**config.mk**
```make
export PLATFORM = sky130hd
export DESIGN_NAME = ysyx_25020037_clint
export DESIGN_NICKNAME = d
export VERILOG_FILES = /design/src/rtl/ysyx_25020037_clint_pkg.sv /design/src/rtl/ysyx_25020037_clint_timer.sv /design/src/rtl/ysyx_25020037_clint.sv
export SDC_FILE = /design/constraint.sdc
export NUM_CORES = 1
export LEC_CHECK = 0
export ABC_AREA = 1
export CAP_MARGIN = 20
export CORE_ASPECT_RATIO = 0.8
export CORE_MARGIN = 3
export CORE_UTILIZATION = 35
export DETAILED_ROUTE_END_ITERATION = 8
export DONT_BUFFER_PORTS = 1
export SLEW_MARGIN = 15
export SYNTH_ARGS = -nofsm -noshare
export SYNTH_HDL_FRONTEND = slang
export SYNTH_SLANG_ARGS = --single-unit
```
**constraint.sdc**
```tcl
create_clock -name clk -period 2.5 [get_ports clk]
set_clock_uncertainty 0.1 [all_clocks]
set_input_delay 0.375 -clock clk [delete_from_list [all_inputs] [get_ports clk]]
set_output_delay 0.375 -clock clk [all_outputs]
set_load 0.02 [all_outputs]
```
**src/rtl/ysyx_25020037_clint_pkg.sv**
```systemverilog
// Shared constants, request/beat types and the per-beat register decode
// for the CLINT mtime read responder.
package ysyx_25020037_clint_pkg;

    localparam logic [1:0] RESP_OKAY   = 2'b00;
    localparam logic [1:0] RESP_SLVERR = 2'b10;

    localparam logic [1:0] BURST_FIXED = 2'b00;
    localparam logic [1:0] BURST_INCR  = 2'b01;
    localparam logic [1:0] BURST_WRAP  = 2'b10;

    localparam logic [15:0] CLINT_BASE        = 16'h0200;
    localparam logic [15:0] MTIME_OFF_DEFAULT = 16'hBFF8;

    typedef enum logic {
        IDLE = 1'b0,
        RESP = 1'b1
    } state_t;

    typedef struct packed {
        logic [15:0] addr;
        logic [7:0]  len;
        logic [2:0]  size;
        logic [1:0]  burst;
    } req_t;

    typedef struct packed {
        logic [31:0] data;
        logic [1:0]  resp;
    } beat_t;

    // Word-granular decode: byte lane bits are ignored so narrow reads
    // return the whole aligned word.
    function automatic beat_t beat_decode(input logic [15:0] addr,
                                          input logic        bad,
                                          input logic [63:0] snap,
                                          input logic [15:0] off);
        beat_t       b;
        logic [15:0] off_hi;
        off_hi = off + 16'd4;
        b.data = '0;
        b.resp = RESP_SLVERR;
        if (!bad) begin
            if (addr[15:2] == off[15:2]) begin
                b.data = snap[31:0];
                b.resp = RESP_OKAY;
            end else if (addr[15:2] == off_hi[15:2]) begin
                b.data = snap[63:32];
                b.resp = RESP_OKAY;
            end
        end
        return b;
    endfunction

endpackage

```
**src/rtl/ysyx_25020037_clint_timer.sv**
```systemverilog
// Free-running 64-bit mtime counter with a prescaler; never stalls and
// wraps silently at 2^64.
module ysyx_25020037_clint_timer #(
    parameter int TICK_DIV = 1
) (
    input  logic        clk,
    input  logic        rst,
    output logic [63:0] mtime
);

    localparam logic [31:0] DIV_MAX = 32'(TICK_DIV - 1);

    logic [31:0] div;
    logic [63:0] cnt;
    logic        tick;

    assign tick  = (div == DIV_MAX);
    assign mtime = cnt;

    always_ff @(posedge clk) begin
        if (rst) begin
            div <= '0;
            cnt <= '0;
        end else if (tick) begin
            div <= '0;
            cnt <= cnt + 64'd1;
        end else begin
            div <= div + 32'd1;
        end
    end

endmodule

```
**src/rtl/ysyx_25020037_clint.sv**
```systemverilog
// AXI4 read-only responder for the CLINT window: serves bursts of the
// 64-bit mtime counter from a snapshot taken at address acceptance.
module ysyx_25020037_clint
    import ysyx_25020037_clint_pkg::*;
#(
    parameter logic [15:0] MTIME_OFF = MTIME_OFF_DEFAULT,
    parameter int          TICK_DIV  = 1,
    parameter int          ID_W      = 4
) (
    input  logic            clk,
    input  logic            rst,
    input  logic            arvalid,
    output logic            arready,
    input  logic [31:0]     araddr,
    input  logic [ID_W-1:0] arid,
    input  logic [7:0]      arlen,
    input  logic [2:0]      arsize,
    input  logic [1:0]      arburst,
    output logic            rvalid,
    input  logic            rready,
    output logic [31:0]     rdata,
    output logic [1:0]      rresp,
    output logic            rlast,
    output logic [ID_W-1:0] rid,
    output logic [63:0]     mtime
);

    state_t      state, nxt;
    req_t        req;
    logic [7:0]  beat_cnt;
    logic [63:0] snap;
    logic        bad;
    logic        ar_hs, r_hs, last_beat, ar_bad;
    logic [15:0] nxt_addr;
    beat_t       ar_beat, nxt_beat;
    logic        unused_addr_hi;

    ysyx_25020037_clint_timer #(.TICK_DIV(TICK_DIV)) u_timer (
        .clk   (clk),
        .rst   (rst),
        .mtime (mtime)
    );

    assign rvalid    = (state == RESP);
    assign ar_hs     = arvalid && arready && (state == IDLE);
    assign r_hs      = rvalid && rready;
    assign last_beat = (beat_cnt == req.len);
    // Oversized beats and WRAP/reserved bursts poison the whole burst.
    assign ar_bad    = (arsize > 3'd2) || arburst[1];
    assign nxt_addr  = (req.burst == BURST_INCR) ? req.addr + 16'd4 : req.addr;

    // The first beat decodes against the live counter, which is exactly
    // the value being captured into snap on the same edge.
    assign ar_beat  = beat_decode(araddr[15:0], ar_bad, mtime, MTIME_OFF);
    assign nxt_beat = beat_decode(nxt_addr, bad, snap, MTIME_OFF);

    assign unused_addr_hi = ^araddr[31:16];

    always_comb begin
        nxt = state;
        case (state)
            IDLE:    if (ar_hs) nxt = RESP;
            RESP:    if (r_hs && last_beat) nxt = IDLE;
            default: nxt = IDLE;
        endcase
    end

    always_ff @(posedge clk) begin
        if (rst) begin
            state    <= IDLE;
            arready  <= 1'b0;
            req      <= '0;
            beat_cnt <= '0;
            snap     <= '0;
            bad      <= 1'b0;
            rdata    <= '0;
            rresp    <= '0;
            rlast    <= 1'b0;
            rid      <= '0;
        end else begin
            state   <= nxt;
            // Registered so the cycle after the last beat is the earliest
            // possible acceptance of the next address.
            arready <= (nxt == IDLE);
            if (ar_hs) begin
                req.addr  <= araddr[15:0];
                req.len   <= arlen;
                req.size  <= arsize;
                req.burst <= arburst;
                bad       <= ar_bad;
                beat_cnt  <= '0;
                snap      <= mtime;
                rdata     <= ar_beat.data;
                rresp     <= ar_beat.resp;
                rlast     <= (arlen == 8'd0);
                rid       <= arid;
            end else if (r_hs) begin
                if (!last_beat) begin
                    req.addr <= nxt_addr;
                    beat_cnt <= beat_cnt + 8'd1;
                    rdata    <= nxt_beat.data;
                    rresp    <= nxt_beat.resp;
                    rlast    <= ((beat_cnt + 8'd1) == req.len);
                end else begin
                    rlast <= 1'b0;
                end
            end
        end
    end

endmodule

```
==> flow_summary.json <==
{
  "ys_seq_elements": 233,
  "ys_seq_area_frac": 0.360,
  "first_global_vias": 12300,
  "gp_congestion": 0.977,
  "cp-startpoint": "beat_cnt[1]",
  "post_drt_wl_per_cell_um": 18.9,
  "use_met3": 0.0586,
  "powerDensity_nw_per_um2": 588,
  "grt_pass1_wl_um": 74500,
  "cts_tree": "done",
  "synthArstFlopShare": 0,
  "fin_crit_ns": 2.36,
  "seq_area_um2": 4670,
  "ys.flop_type": "dfxtp_1",
  "cp.depth": 8,
  "netlist_instances": 2005,
  "insertion_delay_ns": 0.58,
  "cts_buffers": 28,
  "max_freq_mhz": 423,
  "cp.arrival_ns": 2.76,
  "crit_end": "req[17]",
  "synth_top_cell_by_area": "dfxtp_1",
  "grt_start_max_net_pins": 113,
  "p_leak_uw": 0.00624,
  "io_pins": 158,
  "vias": 13600,
  "dr.pass1.iters": 8,
  "synth.cell_area_um2": 12900,
  "clockBufferDepth": 3,
  "clockRootBuffer": "clkbuf_16",
  "multiInputGateArea_um2": 6970,
  "synth_edf_count": 0,
  "period_share": 0.946,
  "antenna_found_initial": 0,
  "grt_busiest_layer": "met2",
  "nets": 2148,
  "cp.required_ns": 2.90,
  "status": "completed",
  "r2r_start": "beat_cnt[1]",
  "max-slew-margin-rel": 0.557,
  "path_buf_inv": 2,
  "final_common_cell": "nand2_1",
  "finalSetupTns_ns": 0,
  "die_width_um": 221,
  "drv_slew": 0,
  "finalWirelength_um": 48900,
  "use_met2": 0.361,
  "ir_drop_mv": 0.574,
  "holdWs_ns": 0.0164,
  "drtAntennaViolNets": 0,
  "syn-num-nets": 2063,
  "fp.dieArea_um2": 39300,
  "cts_sinks": 233,
  "synth_top_area_frac": 0.360,
  "track_usage": 0.240,
  "worst_slew_pin_slew_ns": 0.665,
  "slowest_delay_ns": 0.56,
  "numPortBuffers": 0,
  "setup_viol": 0,
  "drt_iter0_drc": 1261,
  "r2r_slack_ns": 0.14,
  "totalPowerFinal_uw": 9090,
  "dieHeight_um": 178,
  "hold_viol": 0,
  "cp_max_fo": 12,
  "slowest_stage": "dlygate4sd3_1",
  "synthTopCellsByArea": "dfxtp_1 36%, nand2_1 14%, inv_1 7.1%",
  "syn_area_per_cell_um2": 6.46,
  "cap_violations": 0,
  "start_util": 0.358,
  "grtUsageMet1": 0.344,
  "criticalPathCategory": "reg2reg",
  "clkTransAtPathRegs_ns": 0.06,
  "fp.coreArea_um2": 36100,
  "drive_gt1_frac": 0.0938,
  "path_cells": "xor2_1, nor4_4, nand3_1, nand2_1, buf_4, nand2_1, a31oi_1, dlygate4sd3_1",
  "end_kind": "flop",
  "path_delay_family": "buffers and inverters",
  "synth_cell_type_count": 41,
  "yosys_warnings": 0,
  "layout_common_cells": "494 x nand2_1, 242 x inv_1, 232 x dfxtp_1",
  "startpoint_type": "flop",
  "drc": 0,
  "nFillCells": 3884,
  "rr_endpoint": "req[17]",
  "r2r_cells": 8,
  "hold_class": "in2reg",
  "dp_hpwl_um": 35800,
  "cp_common_cell": "nand2_1",
  "syn_to_final_growth_pct": 19.4,
  "overflow": 0,
  "num_rows": 62,
  "htreeDepth": 1,
  "routed_via_density": 5.24
}
## final cells by class
class,instances,area share
Multi-Input combinational cell,1426,0.451
Sequential cell,233,0.302
Timing Repair Buffer,154,0.0888
Inverter,247,0.0601
Clock buffer,44,0.0531
Tap cell,480,0.0389
Clock inverter,7,0.00623
Antenna cell,1,0.000162
## synth_stat cells, types with 3 or more instances
library cell / n
a211oi_1: 3
xor2_1: 82
nor4_1: 26
or2_2: 4
dfxtp_1: 233
inv_1: 244
xnor2_1: 9
nand3_1: 159
ha_1: 5
buf_6: 3
nand2_1: 494
nand3b_1: 4
nor2_1: 170
clkbuf_1: 70
o21ai_0: 122
nor2_2: 9
nor3b_1: 6
nand4_1: 42
buf_2: 22
o22ai_1: 15
buf_4: 4
a21oi_1: 181
a31oi_1: 11
nor3_1: 62
o21ai_1: 4
## report_power, final
part | leakage (µW) | total [µW] | internal, µW | switching (µW)
Combinational | 0.00389 | 816 | 291 | 525
Sequential | 0.00189 | 4170 | 3920 | 257
Clock | 0.000451 | 4100 | 2450 | 1660
Total | 0.00624 | 9090 | 6650 | 2440
## worst min path at each step
| stage | start | to | slack [ns] | depth (start not counted) |
|---|---|---|---|---|
| after global placement | snap[16] | snap[16] | 0.34 | 2 |
| final | rready | rlast | 0.02 | 3 |
| after CTS | rready | rlast | 0.002 | 3 |
| after global routing | rready | rlast | 0.03 | 3 |
| after detailed placement | snap[13] | snap[13] | 0.35 | 2 |
| after floorplan | u_timer.div[0] | u_timer.div[0] | 0.33 | 1 |
## through the flow
step	instance area (µm²)	setup slack, ns	instances	utilization
floorplan	12900	0.349	2005	-
detailed placement	14200	0.0963	2509	0.392
global placement	14200	0.153	2509	0.392
finish	15500	0.135	2592	0.428
global route	15500	-0.0362	2591	0.428
CTS	15400	0.0802	2590	0.426
## metal layers
layer,share of wire,wire length [µm],vias to the layer above
met3,0.088,4310,62
met1,0.47,22800,6364
met2,0.42,20600,468
met4,0.025,1220,0
met5,0,0,-
li1,-,-,6676
## state kept, by name, indices dropped and copies added (netlist names), 4 cells and up
| name | cells |
|---|---|
| rid | 4 |
| rdata | 32 |
| req | 24 |
| beat_cnt | 8 |
| u_timer.mtime | 64 |
| snap | 64 |
| u_timer.div | 32 |
## what timing repair did
| item | CTS | global route |
|---|---|---|
| setup buffers | 0 | 1 |
| hold buffers | 30 | 0 |
| endpoints found under the setup margin | 0 | 23 |
| gates resized for setup | 0 | 11 |
| hold endpoints to repair | 93 | 0 |
## cell families (layout without fill, tap and decap cells)
family	count (synthesis)	after routing	synth area share
AOI/OAI and AO/OA	344	344	0.138
and+or+nand+nor	985	985	0.330
adders and majority gates	5	5	0.00483
buffers and inverters	346	452	0.105
DFF	233	233	0.360
xor gates and xnor gates	91	91	0.0616
other	1	2	0.000290
## tightest hold or removal path, delay by kind of cell
kind | cells | cell delay [ns]
simple gates | 3 | 0.25
No activity file was read; power rests on OpenSTA's default activity.
